**src/rtl/mem_access_pkg.sv**
```systemverilog
// Shared types and constants for the memory access stage: FSM states, access kinds,
// the default timeout and the access-kind decode used at request time.
package mem_access_pkg;

    typedef enum logic [1:0] {
        IDLE = 2'd0,
        REQ  = 2'd1,
        DONE = 2'd2,
        HALT = 2'd3
    } state_t;

    typedef enum logic [1:0] {
        FETCH = 2'd0,
        LOAD  = 2'd1,
        STORE = 2'd2
    } op_t;

    localparam int DEFAULT_TIMEOUT = 15;

    // Fetch wins when both strobes are raised; otherwise the access is a data access.
    function automatic op_t decode_op(input logic ir_write, input logic mem_write);
        if (ir_write)
            return FETCH;
        else if (mem_write)
            return STORE;
        else
            return LOAD;
    endfunction

endpackage

```
**src/rtl/mem_timeout_ctr.sv**
```systemverilog
// Counts REQ cycles of one bus transfer; tc flags the last cycle allowed before a fault.
module mem_timeout_ctr
    import mem_access_pkg::*;
#(
    parameter int TIMEOUT = DEFAULT_TIMEOUT
) (
    input  logic clk,
    input  logic rst,
    input  logic clear,
    input  logic enable,
    output logic tc
);

    logic [7:0] count_reg;

    always_ff @(posedge clk or posedge rst) begin
        if (rst)
            count_reg <= '0;
        else if (clear)
            count_reg <= '0;
        else if (enable)
            count_reg <= count_reg + 8'd1;
    end

    assign tc = (count_reg == 8'(TIMEOUT - 1));

endmodule

```
**src/rtl/mem_access_unit.sv**
```systemverilog
// Memory-side stage of the multi-cycle core: runs one req/ack transfer per controller strobe,
// owns the Instruction/OldPC/Data registers and stalls the controller. MEM_TIMEOUT_EN adds a REQ timeout.
module mem_access_unit
    import mem_access_pkg::*;
#(
    parameter int ADDR_W  = 32,
    parameter int DATA_W  = 32,
    parameter int TIMEOUT = DEFAULT_TIMEOUT
) (
    input  logic              clk,
    input  logic              rst,
    input  logic              ir_write,
    input  logic              adr_src,
    input  logic              mem_write,
    input  logic [ADDR_W-1:0] pc,
    input  logic [ADDR_W-1:0] alu_result,
    input  logic [DATA_W-1:0] write_data,
    output logic [DATA_W-1:0] instr,
    output logic [ADDR_W-1:0] old_pc,
    output logic [DATA_W-1:0] data,
    output logic              stall,
    output logic              fault,
    output logic              bus_req,
    output logic              bus_we,
    output logic [ADDR_W-1:0] bus_addr,
    output logic [DATA_W-1:0] bus_wdata,
    input  logic [DATA_W-1:0] bus_rdata,
    input  logic              bus_ack,
    input  logic              bus_err
);

    state_t            state_reg, state_next;
    op_t               op_reg;
    logic              req, timeout_hit, viol_reg;
    logic              bus_req_reg, bus_we_reg;
    logic [ADDR_W-1:0] bus_addr_reg, old_pc_reg;
    logic [DATA_W-1:0] bus_wdata_reg, hold_reg, instr_reg, data_reg;

    assign req = ir_write | adr_src;

`ifdef MEM_TIMEOUT_EN
    logic tc;

    mem_timeout_ctr #(.TIMEOUT(TIMEOUT)) u_timeout (
        .clk    (clk),
        .rst    (rst),
        .clear  (state_reg != REQ),
        .enable (state_reg == REQ),
        .tc     (tc)
    );

    assign timeout_hit = (state_reg == REQ) & tc;
`else
    // No limit on REQ: a zero TIMEOUT is outside the legal range, so this is constant 0.
    assign timeout_hit = (TIMEOUT == 0);
`endif

    always_ff @(posedge clk or posedge rst) begin
        if (rst)
            state_reg <= IDLE;
        else
            state_reg <= state_next;
    end

    always_comb begin
        state_next = state_reg;
        case (state_reg)
            IDLE:    if (req) state_next = REQ;
            REQ: begin
                if (bus_err)          state_next = HALT;
                else if (bus_ack)     state_next = DONE;
                else if (timeout_hit) state_next = HALT;
            end
            DONE:    state_next = IDLE;
            HALT:    state_next = HALT;
            default: state_next = IDLE;
        endcase
    end

    always_comb begin
        stall = 1'b0;
        fault = 1'b0;
        case (state_reg)
            IDLE: stall = req;
            REQ:  stall = 1'b1;
            DONE: stall = 1'b0;
            HALT: begin
                stall = 1'b1;
                fault = 1'b1;
            end
            default: stall = 1'b0;
        endcase
    end

    always_ff @(posedge clk or posedge rst) begin
        if (rst) begin
            op_reg        <= FETCH;
            viol_reg      <= 1'b0;
            bus_req_reg   <= 1'b0;
            bus_we_reg    <= 1'b0;
            bus_addr_reg  <= '0;
            bus_wdata_reg <= '0;
            hold_reg      <= '0;
            instr_reg     <= '0;
            old_pc_reg    <= '0;
            data_reg      <= '0;
        end else begin
            case (state_reg)
                IDLE: if (req) begin
                    op_reg        <= decode_op(ir_write, mem_write);
                    viol_reg      <= 1'b0;
                    bus_req_reg   <= 1'b1;
                    bus_we_reg    <= (decode_op(ir_write, mem_write) == STORE);
                    bus_addr_reg  <= (ir_write | ~adr_src) ? pc : alu_result;
                    bus_wdata_reg <= write_data;
                end
                REQ: begin
                    // A controller that drops its strobe mid-transfer forfeits the result.
                    if (!req)
                        viol_reg <= 1'b1;
                    if (bus_ack & ~bus_err)
                        hold_reg <= bus_rdata;
                    if (bus_ack | bus_err | timeout_hit) begin
                        bus_req_reg <= 1'b0;
                        bus_we_reg  <= 1'b0;
                    end
                end
                DONE: if (!viol_reg) begin
                    // The controller advances PC on this same edge, so pc is still the fetch address.
                    if (op_reg == FETCH) begin
                        instr_reg  <= hold_reg;
                        old_pc_reg <= pc;
                    end else if (op_reg == LOAD) begin
                        data_reg <= hold_reg;
                    end
                end
                default: ;
            endcase
        end
    end

    assign instr     = instr_reg;
    assign old_pc    = old_pc_reg;
    assign data      = data_reg;
    assign bus_req   = bus_req_reg;
    assign bus_we    = bus_we_reg;
    assign bus_addr  = bus_addr_reg;
    assign bus_wdata = bus_wdata_reg;

endmodule

```
**config.mk**
```make
export PLATFORM = sky130hd
export DESIGN_NAME = mem_access_unit
export DESIGN_NICKNAME = d
export VERILOG_FILES = /design/src/rtl/mem_access_pkg.sv /design/src/rtl/mem_timeout_ctr.sv /design/src/rtl/mem_access_unit.sv
export SDC_FILE = /design/constraint.sdc
export NUM_CORES = 1
export LEC_CHECK = 0
export BUFFER_PORTS_ARGS = -buffer_cell sky130_fd_sc_hd__buf_2
export CAP_MARGIN = 20
export CORE_ASPECT_RATIO = 1.5
export CORE_MARGIN = 2
export CORE_UTILIZATION = 50
export DETAILED_ROUTE_END_ITERATION = 6
export HOLD_SLACK_MARGIN = 0.06
export PLACE_DENSITY = 0.86
export SLEW_MARGIN = 5
export SYNTH_ARGS = -nofsm -noshare
export SYNTH_HDL_FRONTEND = slang
export SYNTH_SLANG_ARGS = --single-unit
export TNS_END_PERCENT = 20
```
**constraint.sdc**
```tcl
create_clock -name clk -period 18.9 [get_ports clk]
set_clock_uncertainty 0.15 [all_clocks]
set_input_delay 1.89 -clock clk [delete_from_list [all_inputs] [get_ports clk]]
set_output_delay 1.89 -clock clk [all_outputs]
set_load 0.005 [all_outputs]
```
==> flow_metrics.tcl <==
set metrics [dict create \
    outcome "completed" \
    avgSynthCellArea_um2 16.5 \
    viasPerCell 5.17 \
    cts_setup_buffers 0 \
    dieArea_um2 17000 \
    synth_xor_xnor_area_share_pct 0 \
    power.density_nw_per_um2 164 \
    nFillCells 1134 \
    grt_pass1_vias 5492 \
    clk_latency_ns 0.43 \
    cts-buffers-inserted 17 \
    fin_crit_sh_pct 24.2 \
    clkSinkCount 199 \
    hold_class "reg2reg" \
    core.rowCount 56 \
    grt_max_degree 128 \
    endpoint_kind "primary output" \
    drt_iter0_markers 177 \
    wl_per_cell_um 18.1 \
    startpoint_type "input pin" \
    max_slew.worst_pin.slew_ns 1.04 \
    r2r_setup_slack_ns 16.30 \
    gp_congestion 0.785 \
    port_buffers 298 \
    muxShareOfSynthArea_pct 33.0 \
    synth-main-ff-cell "dfrtp_1" \
    synth_seq_cells 199 \
    grt-ovfl-total 0 \
    nets 914 \
    cellLeakagePower_uw 0.00510 \
    clkSlewWorstSetupHoldPaths_ns 0.07 \
    maxCapViolCount 0 \
    dr_total_vias 5148 \
    min_period_ns 4.57 \
    cts-root-buf "clkbuf_16" \
    initial_core_util_pct 51.0 \
    syn-instance-count 483 \
    ys_types 26 \
    yosysMostFrequentCell "dfrtp_1" \
    cp_data_arrival_time_ns 2.53 \
    cp.required_ns 16.86 \
    syn2layout_area_growth_pct 28.4 \
    hold_depth 1 \
    netlist_area_um2 7980 \
    die_x_um 107 \
    core_area_um2 15600 \
    rsz0062_at_grt "false" \
    ys_async_sr_fraction_pct 100 \
    finalHoldViolations 0 \
    ant_nets 0 \
    syn-num-nets 618 \
    worstSetupPathType "in2out" \
    place_hpwl_um 13100 \
    slew_headroom_pct 30.2 \
    clockBufferDepth 2 \
    synthAdderAreaFrac_pct 0 \
    fin_tns_setup_ns 0 \
    wl_um 18000 \
    crit_fanout 5 \
    synth-edff-count 0 \
    drv_slew 0 \
    grt_usage_pct 21.2 \
    synth_largest_area_cell "dfrtp_1" \
    synth_top_family_by_area "multiplexers" \
    cts_resized 0 \
    cts_tree "yes" \
    preCtsSetupSlack_ns 14.33 \
    synth_top_area_share_pct 62.4 \
    synth_commonest_cells "dfrtp_1 (199), mux2_2 (188), mux2_4 (30)" \
    h-tree-depth 4 \
    clock.fmax_mhz 219 \
    ios 299 \
    yosys_warnings 0 \
    antenna_found_initial 1 \
    yosys.area_share.simple_pct 1.62 \
    drcViolationCount 0 \
    finalWorstSetupSlack_ns 14.33 \
    drive_gt1_share_pct 70.7 \
    synth-seq-area-share_pct 62.4 \
    firstDrtPassIters 4 \
    die_y_um 159 \
    worst-r2r-cell-count 4 \
    power.total_uw 1680 \
    ys_top_cells_by_area "dfrtp_1 (62%), mux2_2 (27%), mux2_4 (5.6%)" \
    synth-compound-area-share_pct 0.878 \
    finalSetupViolCount 0 \
    cts-hold-fix-buffers 0 \
    grt_first_pass_wirelength_um 27600 \
    vdd_drop_max_mv 0.0988 \
]
-- layer usage --
layer / GRT usage, % / up-vias / wire length, um
li1: - / 2310 / -
met1: 23.8 / 2591 / 6730
met2: 37.7 / 211 / 9580
met3: 6.22 / 36 / 1260
met4: 8.66 / 0 / 481
met5: 0 / - / 0
-- placed cells by master, fill, tap and decap left out, types with 2 or more instances in the layout --
master,instances
clkbuf_16,17
buf_4,6
mux2_2,188
buf_2,298
nand2_1,2
o21ai_0,8
inv_8,4
inv_6,4
mux2_4,30
clkinv_8,4
nor2_1,4
mux2_1,6
nand2b_1,2
clkinv_4,2
dfrtp_1,199
inv_1,2
-- report_power, final --
part / total (uW) / internal, uW / switching, uW
Clock: 356 / 180 / 177
Sequential: 758 / 635 / 124
Combinational: 565 / 347 / 219
Total: 1680 / 1160 / 519
-- layout make-up --
type / instances / area [um^2] / share of cell area, %
sequential: 199 / 4980 / 48.6
multi-input combinational: 254 / 2850 / 27.8
timing repair buffer: 304 / 1540 / 15.0
clock buffer: 17 / 425 / 4.15
tap: 203 / 254 / 2.48
clock inverter: 15 / 175 / 1.71
inverter: 3 / 18.8 / 0.183
antenna: 1 / 2.50 / 0.0244
-- final timing paths --
kind | start | endpoint
min reg2reg | old_pc[17]$_DFFE_PP0P_ | old_pc[17]$_DFFE_PP0P_
max in group asynchronous | rst | bus_wdata[8]$_DFFE_PP0P_
max | ir_write | stall
min | old_pc[17]$_DFFE_PP0P_ | old_pc[17]$_DFFE_PP0P_
max reg2reg | state_reg[0]$_DFFE_PP0P_ | data[7]$_DFFE_PP0P_
min in group asynchronous | rst | hold_reg[6]$_DFFE_PP0P_
-- cells by family (layout without fill, tap and decap cells) --
family	count (synthesis)	count (layout)
flip-flops	199	199
AO/OA/AOI/OAI	12	12
other	0	1
AND/OR/NAND/NOR	18	18
multiplexers	224	224
buffers and inverters	30	339
-- through the flow --
step	std cells	hold WS (ns)	cell area (um^2)	utilization, %
2_1_floorplan	483	0.325	7980	-
3_3_place_gp	963	0.313	9640	61.7
3_5_place_dp	963	0.319	9640	61.7
4_1_cts	995	0.336	10200	65.5
5_1_grt	996	0.353	10200	65.5
6_report	996	0.331	10200	65.5
-- critical path, cell delays in order --
cell	delay, ns
buf_2	0.13
nor2_1	0.27
o21bai_1	0.10
buf_2	0.14
No activity file was read; power rests on OpenSTA's default activity.
